### src/rtl/pipeline_ctrl_if.sv
// Pipeline control bus: hazard/branch/memory status in, freeze/flush controls
// and statistics out. The controller uses the slave modport, the datapath
// (or a bench) uses the master modport.
interface pipeline_ctrl_if #(
  parameter int unsigned CNT_W = 16
) ();
  logic             branch_taken;
  logic             forward_en;
  logic [3:0]       id_src1;
  logic [3:0]       id_src2;
  logic             id_use_src1;
  logic             id_two_src;
  logic [3:0]       exe_dest;
  logic [3:0]       mem_dest;
  logic             exe_wb_en;
  logic             mem_wb_en;
  logic             exe_mem_read;
  logic             mem_req;
  logic             mem_ready;
  logic             err_clr;
  logic             pc_freeze;
  logic             if_id_freeze;
  logic             if_id_flush;
  logic             id_exe_flush;
  logic             freeze_all;
  logic             mem_err;
  logic [CNT_W-1:0] stall_cnt;
  logic [CNT_W-1:0] flush_cnt;

  modport master (
    output branch_taken, forward_en, id_src1, id_src2, id_use_src1, id_two_src,
           exe_dest, mem_dest, exe_wb_en, mem_wb_en, exe_mem_read,
           mem_req, mem_ready, err_clr,
    input  pc_freeze, if_id_freeze, if_id_flush, id_exe_flush,
           freeze_all, mem_err, stall_cnt, flush_cnt
  );

  modport slave (
    input  branch_taken, forward_en, id_src1, id_src2, id_use_src1, id_two_src,
           exe_dest, mem_dest, exe_wb_en, mem_wb_en, exe_mem_read,
           mem_req, mem_ready, err_clr,
    output pc_freeze, if_id_freeze, if_id_flush, id_exe_flush,
           freeze_all, mem_err, stall_cnt, flush_cnt
  );
endinterface

### src/rtl/pipeline_ctrl.sv
// Pipeline hazard / branch / memory-wait controller with a timeout error
// state and saturating stall and flush statistics counters.
module pipeline_ctrl #(
  parameter int unsigned TIMEOUT = 255,
  parameter int unsigned CNT_W   = 16
) (
  input  logic             clk,
  input  logic             rst,
  pipeline_ctrl_if.slave   bus
);

  typedef enum logic [1:0] {RUN, MEM_WAIT, ERR} state_e;

  localparam logic [7:0] TIMEOUT_C = 8'(TIMEOUT);

  state_e           state_q, state_d;
  logic [7:0]       wait_cnt_q, wait_cnt_d;
  logic             mem_err_q, mem_err_d;
  logic [CNT_W-1:0] stall_cnt_q, stall_cnt_d;
  logic [CNT_W-1:0] flush_cnt_q, flush_cnt_d;

  logic hz;
  logic mstall;
  logic freeze;
  logic do_flush;
  logic do_stall;

  // Data hazard between ID sources and EXE/MEM destinations
  always_comb begin
    logic ex_m1, ex_m2, mm_m1, mm_m2;
    ex_m1 = bus.id_use_src1 & (bus.id_src1 == bus.exe_dest);
    ex_m2 = bus.id_two_src  & (bus.id_src2 == bus.exe_dest);
    mm_m1 = bus.id_use_src1 & (bus.id_src1 == bus.mem_dest);
    mm_m2 = bus.id_two_src  & (bus.id_src2 == bus.mem_dest);
    if (bus.forward_en)
      hz = bus.exe_mem_read & (ex_m1 | ex_m2);
    else
      hz = (bus.exe_wb_en & (ex_m1 | ex_m2)) | (bus.mem_wb_en & (mm_m1 | mm_m2));
  end

  // Freeze and flush/stall priority: freeze > branch > hazard
  always_comb begin
    mstall   = bus.mem_req & ~bus.mem_ready;
    freeze   = (state_q == ERR) | mstall;
    do_flush = ~freeze & bus.branch_taken;
    do_stall = ~freeze & ~bus.branch_taken & hz;
  end

  // Next-state: memory-wait FSM and saturating statistics counters
  always_comb begin
    state_d     = state_q;
    wait_cnt_d  = wait_cnt_q;
    stall_cnt_d = stall_cnt_q;
    flush_cnt_d = flush_cnt_q;
    case (state_q)
      RUN: begin
        if (mstall) begin
          state_d    = MEM_WAIT;
          wait_cnt_d = 8'd1;
        end else begin
          wait_cnt_d = '0;
        end
      end
      MEM_WAIT: begin
        if (!mstall) begin
          state_d    = RUN;
          wait_cnt_d = '0;
        end else if (wait_cnt_q == TIMEOUT_C) begin
          state_d    = ERR;
        end else begin
          wait_cnt_d = wait_cnt_q + 8'd1;
        end
      end
      ERR: begin
        if (bus.err_clr) begin
          state_d    = RUN;
          wait_cnt_d = '0;
        end
      end
      default: begin
        state_d    = RUN;
        wait_cnt_d = '0;
      end
    endcase
    // mem_err is registered off the next state so it tracks ERR exactly
    mem_err_d = (state_d == ERR);
    if (do_stall && (stall_cnt_q != '1))
      stall_cnt_d = stall_cnt_q + 1'b1;
    if (do_flush && (flush_cnt_q != '1))
      flush_cnt_d = flush_cnt_q + 1'b1;
  end

  // State registers with asynchronous active-high reset
  always_ff @(posedge clk or posedge rst) begin
    if (rst) begin
      state_q     <= RUN;
      wait_cnt_q  <= '0;
      mem_err_q   <= 1'b0;
      stall_cnt_q <= '0;
      flush_cnt_q <= '0;
    end else begin
      state_q     <= state_d;
      wait_cnt_q  <= wait_cnt_d;
      mem_err_q   <= mem_err_d;
      stall_cnt_q <= stall_cnt_d;
      flush_cnt_q <= flush_cnt_d;
    end
  end

  // Output drive
  always_comb begin
    bus.freeze_all   = freeze;
    bus.pc_freeze    = do_stall;
    bus.if_id_freeze = do_stall;
    bus.if_id_flush  = do_flush;
    bus.id_exe_flush = do_flush | do_stall;
    bus.mem_err      = mem_err_q;
    bus.stall_cnt    = stall_cnt_q;
    bus.flush_cnt    = flush_cnt_q;
  end

endmodule
### src/flat_wrapper.sv
// flat-port wrapper written by rule: the top's interface ports become plain ports
module pipeline_ctrl_flat 
#(
  parameter int unsigned TIMEOUT = 255,
  parameter int unsigned CNT_W   = 16
)
  (clk, rst, bus_branch_taken, bus_forward_en, bus_id_src1, bus_id_src2, bus_id_use_src1, bus_id_two_src, bus_exe_dest, bus_mem_dest, bus_exe_wb_en, bus_mem_wb_en, bus_exe_mem_read, bus_mem_req, bus_mem_ready, bus_err_clr, bus_pc_freeze, bus_if_id_freeze, bus_if_id_flush, bus_id_exe_flush, bus_freeze_all, bus_mem_err, bus_stall_cnt, bus_flush_cnt);
  pipeline_ctrl_if #(.CNT_W(CNT_W)) bus_i ();
  input  logic clk;
  input  logic rst;
  input wire logic [$bits(bus_i.branch_taken)-1:0] bus_branch_taken;
  input wire logic [$bits(bus_i.forward_en)-1:0] bus_forward_en;
  input wire logic [$bits(bus_i.id_src1)-1:0] bus_id_src1;
  input wire logic [$bits(bus_i.id_src2)-1:0] bus_id_src2;
  input wire logic [$bits(bus_i.id_use_src1)-1:0] bus_id_use_src1;
  input wire logic [$bits(bus_i.id_two_src)-1:0] bus_id_two_src;
  input wire logic [$bits(bus_i.exe_dest)-1:0] bus_exe_dest;
  input wire logic [$bits(bus_i.mem_dest)-1:0] bus_mem_dest;
  input wire logic [$bits(bus_i.exe_wb_en)-1:0] bus_exe_wb_en;
  input wire logic [$bits(bus_i.mem_wb_en)-1:0] bus_mem_wb_en;
  input wire logic [$bits(bus_i.exe_mem_read)-1:0] bus_exe_mem_read;
  input wire logic [$bits(bus_i.mem_req)-1:0] bus_mem_req;
  input wire logic [$bits(bus_i.mem_ready)-1:0] bus_mem_ready;
  input wire logic [$bits(bus_i.err_clr)-1:0] bus_err_clr;
  output wire logic [$bits(bus_i.pc_freeze)-1:0] bus_pc_freeze;
  output wire logic [$bits(bus_i.if_id_freeze)-1:0] bus_if_id_freeze;
  output wire logic [$bits(bus_i.if_id_flush)-1:0] bus_if_id_flush;
  output wire logic [$bits(bus_i.id_exe_flush)-1:0] bus_id_exe_flush;
  output wire logic [$bits(bus_i.freeze_all)-1:0] bus_freeze_all;
  output wire logic [$bits(bus_i.mem_err)-1:0] bus_mem_err;
  output wire logic [$bits(bus_i.stall_cnt)-1:0] bus_stall_cnt;
  output wire logic [$bits(bus_i.flush_cnt)-1:0] bus_flush_cnt;
  assign bus_i.branch_taken = bus_branch_taken;
  assign bus_i.forward_en = bus_forward_en;
  assign bus_i.id_src1 = bus_id_src1;
  assign bus_i.id_src2 = bus_id_src2;
  assign bus_i.id_use_src1 = bus_id_use_src1;
  assign bus_i.id_two_src = bus_id_two_src;
  assign bus_i.exe_dest = bus_exe_dest;
  assign bus_i.mem_dest = bus_mem_dest;
  assign bus_i.exe_wb_en = bus_exe_wb_en;
  assign bus_i.mem_wb_en = bus_mem_wb_en;
  assign bus_i.exe_mem_read = bus_exe_mem_read;
  assign bus_i.mem_req = bus_mem_req;
  assign bus_i.mem_ready = bus_mem_ready;
  assign bus_i.err_clr = bus_err_clr;
  assign bus_pc_freeze = bus_i.pc_freeze;
  assign bus_if_id_freeze = bus_i.if_id_freeze;
  assign bus_if_id_flush = bus_i.if_id_flush;
  assign bus_id_exe_flush = bus_i.id_exe_flush;
  assign bus_freeze_all = bus_i.freeze_all;
  assign bus_mem_err = bus_i.mem_err;
  assign bus_stall_cnt = bus_i.stall_cnt;
  assign bus_flush_cnt = bus_i.flush_cnt;
  pipeline_ctrl #(.TIMEOUT(TIMEOUT), .CNT_W(CNT_W)) u_core (.clk(clk), .rst(rst), .bus(bus_i));
endmodule
### config.mk
export PLATFORM = sky130hd
export DESIGN_NAME = pipeline_ctrl_flat
export DESIGN_NICKNAME = d
export VERILOG_FILES = /design/src/rtl/pipeline_ctrl_if.sv /design/src/rtl/pipeline_ctrl.sv /design/src/flat_wrapper.sv
export SDC_FILE = /design/constraint.sdc
export NUM_CORES = 1
export LEC_CHECK = 0
export ABC_AREA = 0
export BUFFER_PORTS_ARGS = -buffer_cell sky130_fd_sc_hd__buf_2
export CORE_MARGIN = 5
export CORE_UTILIZATION = 49
export CTS_BUF_LIST = sky130_fd_sc_hd__clkbuf_4
export CTS_CLUSTER_SIZE = 8
export DETAILED_ROUTE_END_ITERATION = 7
export GPL_ROUTABILITY_DRIVEN = 0
export PLACE_DENSITY = 0.79
export SETUP_SLACK_MARGIN = 0.3
export SKIP_CTS_REPAIR_TIMING = 1
export SLEW_MARGIN = 0
export SYNTH_ARGS = -nofsm -noshare
export SYNTH_HDL_FRONTEND = slang
export SYNTH_SLANG_ARGS = --single-unit
### constraint.sdc
create_clock -name clk -period 1.82 [get_ports clk]
set_input_delay 0.364 -clock clk [delete_from_list [all_inputs] [get_ports clk]]
set_output_delay 0.364 -clock clk [all_outputs]
set_load 0.01 [all_outputs]
After elaboration in Yosys (flattened, before gate mapping)
Index checks and enable logic that the tools add are counted.
{"block": "totals", "ram_bits": 0, "word_cells": 54, "mem_bits_ro": 0, "latch_bits": 0, "register_bits": 43, "output_inout_bits": 38, "input_bits": 28, "n_memories": 0}
{"block": "classes", "add_sub_neg": 3, "mux": 11, "multipliers": 0, "n_eq_ne": 12, "shifts": 0, "n_bitwise": 19, "magnitude_cmp": 0, "n_div": 0, "reduce_logical": 4}
{"operator": "$add A16 B1 Y16 const B", "count": 2}
{"operator": "$ne A16 B16 Y1 const B", "count": 2}
{"operator": "$mux W8", "count": 3}
{"operator": "$pmux W8 S3", "count": 1}
{"operator": "$eq A4 B4 Y1", "count": 4}
{"operator": "$and A1 B1 Y1", "count": 11}
{"operator": "$add A8 B1 Y8 const B", "count": 1}
{"operator": "$eq A8 B8 Y1 const B", "count": 1}
{"operator": "$mux W2", "count": 4}
{"operator": "$pmux W2 S3", "count": 1}
{"operator": "$or A1 B1 Y1", "count": 5}
{"operator": "$eq A2 B2 Y1 const B", "count": 2}
{"operator": "$ne A3 B3 Y1 const B", "count": 1}
{"operator": "$not A1 Y1", "count": 3}
{"operator": "$eq A2 B1 Y1 const B", "count": 1}
{"operator": "$logic_and A1 B1 Y1", "count": 2}
{"operator": "$logic_not A2 Y1", "count": 1}
{"operator": "$mux W1", "count": 2}
{"operator": "$ne A2 B2 Y1 const B", "count": 1}
{"operator": "$reduce_and A2 Y1", "count": 1}

Depth between registers and ports, before layout
{"block": "logic_depth", "word_depth": 8, "mapped_depth": 8, "mapped_depth_nobuf": 7}

Worst setup path before layout
OpenSTA, ideal clock, no wires.
{"block": "synth_path", "path_kind": "input port to output port", "startpoint": "input port bus_id_src2[0]", "endpoint": "output port bus_pc_freeze", "arrival_ns": 1.716, "required_time_ns": 1.456, "path_slack_ns": -0.260, "cell_stages": 6, "n_path_buf": 2, "cell_sequence": "xor2_1 > nor4_1 > nor4_4 > buf_6 > nor3_1 > buf_4"}
{"block": "synth_between", "elab_chain_cells": 7, "elab_cells_between_ends": 12, "cone_classes": "eq/ne: 2; mux: 1; bitwise: 9"}
{"item": "start, declared", "line_no": "flat_wrapper.sv:14", "text": "input wire logic [$bits(bus_i.id_src2)-1:0] bus_id_src2;"}
{"item": "$eq A4 B4 Y1 (on tied branches)", "line_no": "pipeline_ctrl.sv:32, pipeline_ctrl.sv:34"}
{"item": "$and A1 B1 Y1 (on tied branches)", "line_no": "pipeline_ctrl.sv:32, pipeline_ctrl.sv:34"}
{"item": "$or A1 B1 Y1 (on tied branches)", "line_no": "pipeline_ctrl.sv:36, pipeline_ctrl.sv:38"}
{"item": "$and A1 B1 Y1", "line_no": "pipeline_ctrl.sv:38", "text": "hz = (bus.exe_wb_en & (ex_m1 | ex_m2)) | (bus.mem_wb_en & (mm_m1 | mm_m2));"}
{"item": "$or A1 B1 Y1", "line_no": "pipeline_ctrl.sv:38"}
{"item": "$mux W1 *", "line_no": "pipeline_ctrl.sv:35", "text": "if (bus.forward_en)"}
{"item": "$and A1 B1 Y1 *", "line_no": "pipeline_ctrl.sv:46", "text": "do_stall = ~freeze & ~bus.branch_taken & hz;"}
{"item": "end, declared", "line_no": "flat_wrapper.sv:25", "text": "output wire logic [$bits(bus_i.pc_freeze)-1:0] bus_pc_freeze;"}
Mark *: on every way between the ends. The rest lies on a longest branch, timed or not.

Worst setup path after layout
{"block": "layout_path", "startpoint": "input port bus_forward_en", "endpoint": "output port bus_if_id_freeze"}
{"block": "layout_between", "elab_chain_cells": 2}
{"item": "start, declared", "line_no": "flat_wrapper.sv:12", "text": "input wire logic [$bits(bus_i.forward_en)-1:0] bus_forward_en;"}
{"item": "$mux W1", "line_no": "pipeline_ctrl.sv:35"}
{"item": "$and A1 B1 Y1", "line_no": "pipeline_ctrl.sv:46"}
{"item": "end, declared", "line_no": "flat_wrapper.sv:26", "text": "output wire logic [$bits(bus_i.if_id_freeze)-1:0] bus_if_id_freeze;"}
No other way between the ends.

==> impl_metrics.yaml <==
floorplan:
  die_area_um2: 6340
  initial_core_util_pct: 50.3
  die_height_um: 79.6
  core-area_um2: 4720
  rows: 25
  io_pins: 66
  die_w_um: 79.6
cells_and_area:
  nets: 405
  layout-drive-gt1-share_pct: 62.4
  area_growth_pct: 75.9
  n_antenna_cell: 0
  final_core_util_pct: 88.5
drt:
  routed_via_density: 5.76
  postRouteAntennaNets: 0
  dr_total_vias: 2544
  drc: 0
  drtIter0Drc: 194
  totalWireLength_um: 9340
  wl_per_cell_um: 21.1
  drtPass1Iterations: 5
synth:
  syn_area_um2: 2370
  synth_edf_count: 0
  ys.flop_type: "dfrtp_1"
  ys_ff_latch: 43
  synth_seq_area_share_pct: 45.3
  yosysTopAreaCellShare_pct: 45.3
  ys_warn_count: 0
  ys_top_cells_by_count: "dfrtp_1, xor2_1, nand2_1, nand3_1, nor2_1"
  synthesis.nets: 263
  synth_most_common_cell: "dfrtp_1"
  ys_top_cells_by_area: "dfrtp_1, xor2_1, xnor2_1"
  synth_area_leader_cell: "dfrtp_1"
  synthArstFlopShare_pct: 100
  synth.distinct_cells: 40
  syn_avg_cell_area_um2: 10.2
  synthCells: 232
grt:
  overflow: 0
  grt_pass1_vias: 2211
  antenna_found_initial: 0
  grt_max_degree: 44
  track_usage_pct: 19.5
  grt_pass1_wl_um: 9810
timing:
  fin_ws_ns: -0.236
  slew_viol_final: 0
  fin_hold_ws_ns: 0.113
  post-route-period-util_pct: 113
  final-hold-violation-count: 0
  worst_pin_slew_ns: 0.554
  min_period_ns: 2.06
  finalSetupViolCount: 8
  fin_skew_ns: 0.00824
  rsz0062_at_grt: "yes"
  fmax_ghz: 0.486
  max_slew_margin_pct: 63.0
setup_path:
  crit_fanout: 2
  cpPeakStageDelay_ns: 0.30
  cp_data_required_time_ns: 1.46
  path_class: "in -> out"
  crit_family: "simple AND/OR/NAND/NOR gates"
  critPathBufInv: 3
  path_cells: "buf_6 > mux2i_2 > nor4_1 > and3_1 > nor4_4 > buf_4 > nor3_4 > buf_2"
  startpoint_type: "primary input"
  cp.arrival_ns: 1.69
  crit_slowest_cell: "nor4_1"
  end_kind: "primary output"
clocking:
  clk_latency_ns: 0.37
  cts_max_level: 2
  cts.sinks: 43
  path_clk_slew_ns: 0.14
  cts_tree: "yes"
  cts-root-buf: "clkbuf_4"
  cts_buffer_depth: 2
  cts_buffers: 5
status:
  violations: "setup timing"
  outcome: "finished, violations left"
placed_design:
  numPortBuffers: 65
  dpl.hpwl_um: 4440
power_and_ir_drop:
  cellPowerDensity_nw_per_um2: 620
  p_seq_share_pct: 45.3
  p_leak_nw: 2.16
  comb_power_share_pct: 35.3
  internal_power_mw: 1.65
  net-switching-power_mw: 0.944
  p_sw_share_pct: 36.5
  p_clk_share_pct: 19.4
  peakVddDrop_mv: 0.419
flow_run:
  cap_viol_max_count: 0
hold_path:
  worstHoldPathType: "in -> async"
[cell type report]
class	instances	area, µm²
multi-input cells	179	1890
flip-flops and latches	43	1080
repair buffers	138	1040
fillers	188	546
well taps	67	83.8
clock buffers	6	45.0
inverters	7	26.3
clock inverters	2	12.5
[worst min-delay path, cell delays in order]
cell and delay, ns:
buf_2 0.09, inv_1 0.04, buf_4 0.46
[metrics by stage]
step	cells	instance area, µm²	worst slack, ns	total power [mW]	setup TNS, ns
3_5_place_dp	392	3160	-0.206	1.85	-2.36
3_3_place_gp	392	3160	-0.185	1.82	-2.12
5_1_grt	442	4180	-0.330	2.71	-1.53
6_report	442	4180	-0.236	2.59	-0.775
2_1_floorplan	232	2550	-0.0191	1.56	-0.0191
4_1_cts	400	3220	-0.183	2.32	-0.608
[cells by family (layout without fill, tap and decap cells)]
kind of cell             count (synthesis)  in the layout  share of synthesized area (%)
AND/OR/NAND/NOR                        107            108                           25.9
XOR/XNOR                                48             48                           17.7
flip-flops                              43             43                           45.3
AO/OA/AOI/OAI                           15             15                           4.79
buffers and inverters                   11            153                           2.42
multiplexers                             5              5                           2.27
adder cells (fa/ha/maj)                  3              3                           1.58
[flip-flops by register name, indices dropped and copies added (netlist names)]
name / flops
u_core.wait_cnt_q: 8
u_core.state_q: 2
u_core.bus.mem_err: 1
u_core.bus.stall_cnt: 16
u_core.bus.flush_cnt: 16
[worst paths after layout]
kind / end / slack, ns / cells past startpoint / start
setup / recovery: bus_if_id_freeze / -0.24 / 8 / bus_forward_en
hold / removal: u_core.bus.flush_cnt[15] / 0.11 / 3 / rst
setup reg to reg: u_core.bus.flush_cnt[10] / -0.08 / 9 / u_core.state_q[1]
hold reg to reg: u_core.bus.stall_cnt[15] / 0.53 / 1 / u_core.bus.stall_cnt[15]
max in group asynchronous: u_core.bus.stall_cnt[4] / 1.31 / 3 / rst
min in group clk: u_core.wait_cnt_q[6] / 0.32 / 3 / bus_err_clr
[power groups by stage]
| stage | Sequential (mW) | Combinational (mW) | Clock, mW |
|---|---|---|---|
| after global routing | 1.19 | 0.984 | 0.540 |
| after detailed placement | 1.20 | 0.648 | 0 |
| after floorplan | 1.25 | 0.318 | 0 |
| after global placement | 1.19 | 0.625 | 0 |
| after CTS | 1.18 | 0.650 | 0.496 |
| final | 1.17 | 0.915 | 0.502 |
[layer usage]
metal | track usage [%] | vias up | share of wire (%) | routed length [µm]
li1 | - | 1102 | - | -
met1 | 22.6 | 1237 | 37 | 3430
met2 | 34.6 | 168 | 51 | 4800
met3 | 3.39 | 37 | 7.5 | 702
met4 | 9.28 | 0 | 4.3 | 400
met5 | 0 | - | 0 | 0
[layout by cell type (no fill, tap or decap), drive strengths merged, types with 7 or more instances in the layout]
master  instances
clkbuf          7
inv             7
nor3            7
nand2          20
dfrtp          43
xor2           34
nor4           14
nand3          19
buf           137
nand4           9
nor2           18
xnor2          14
Note: power is estimated with default switching activity, not from simulation.
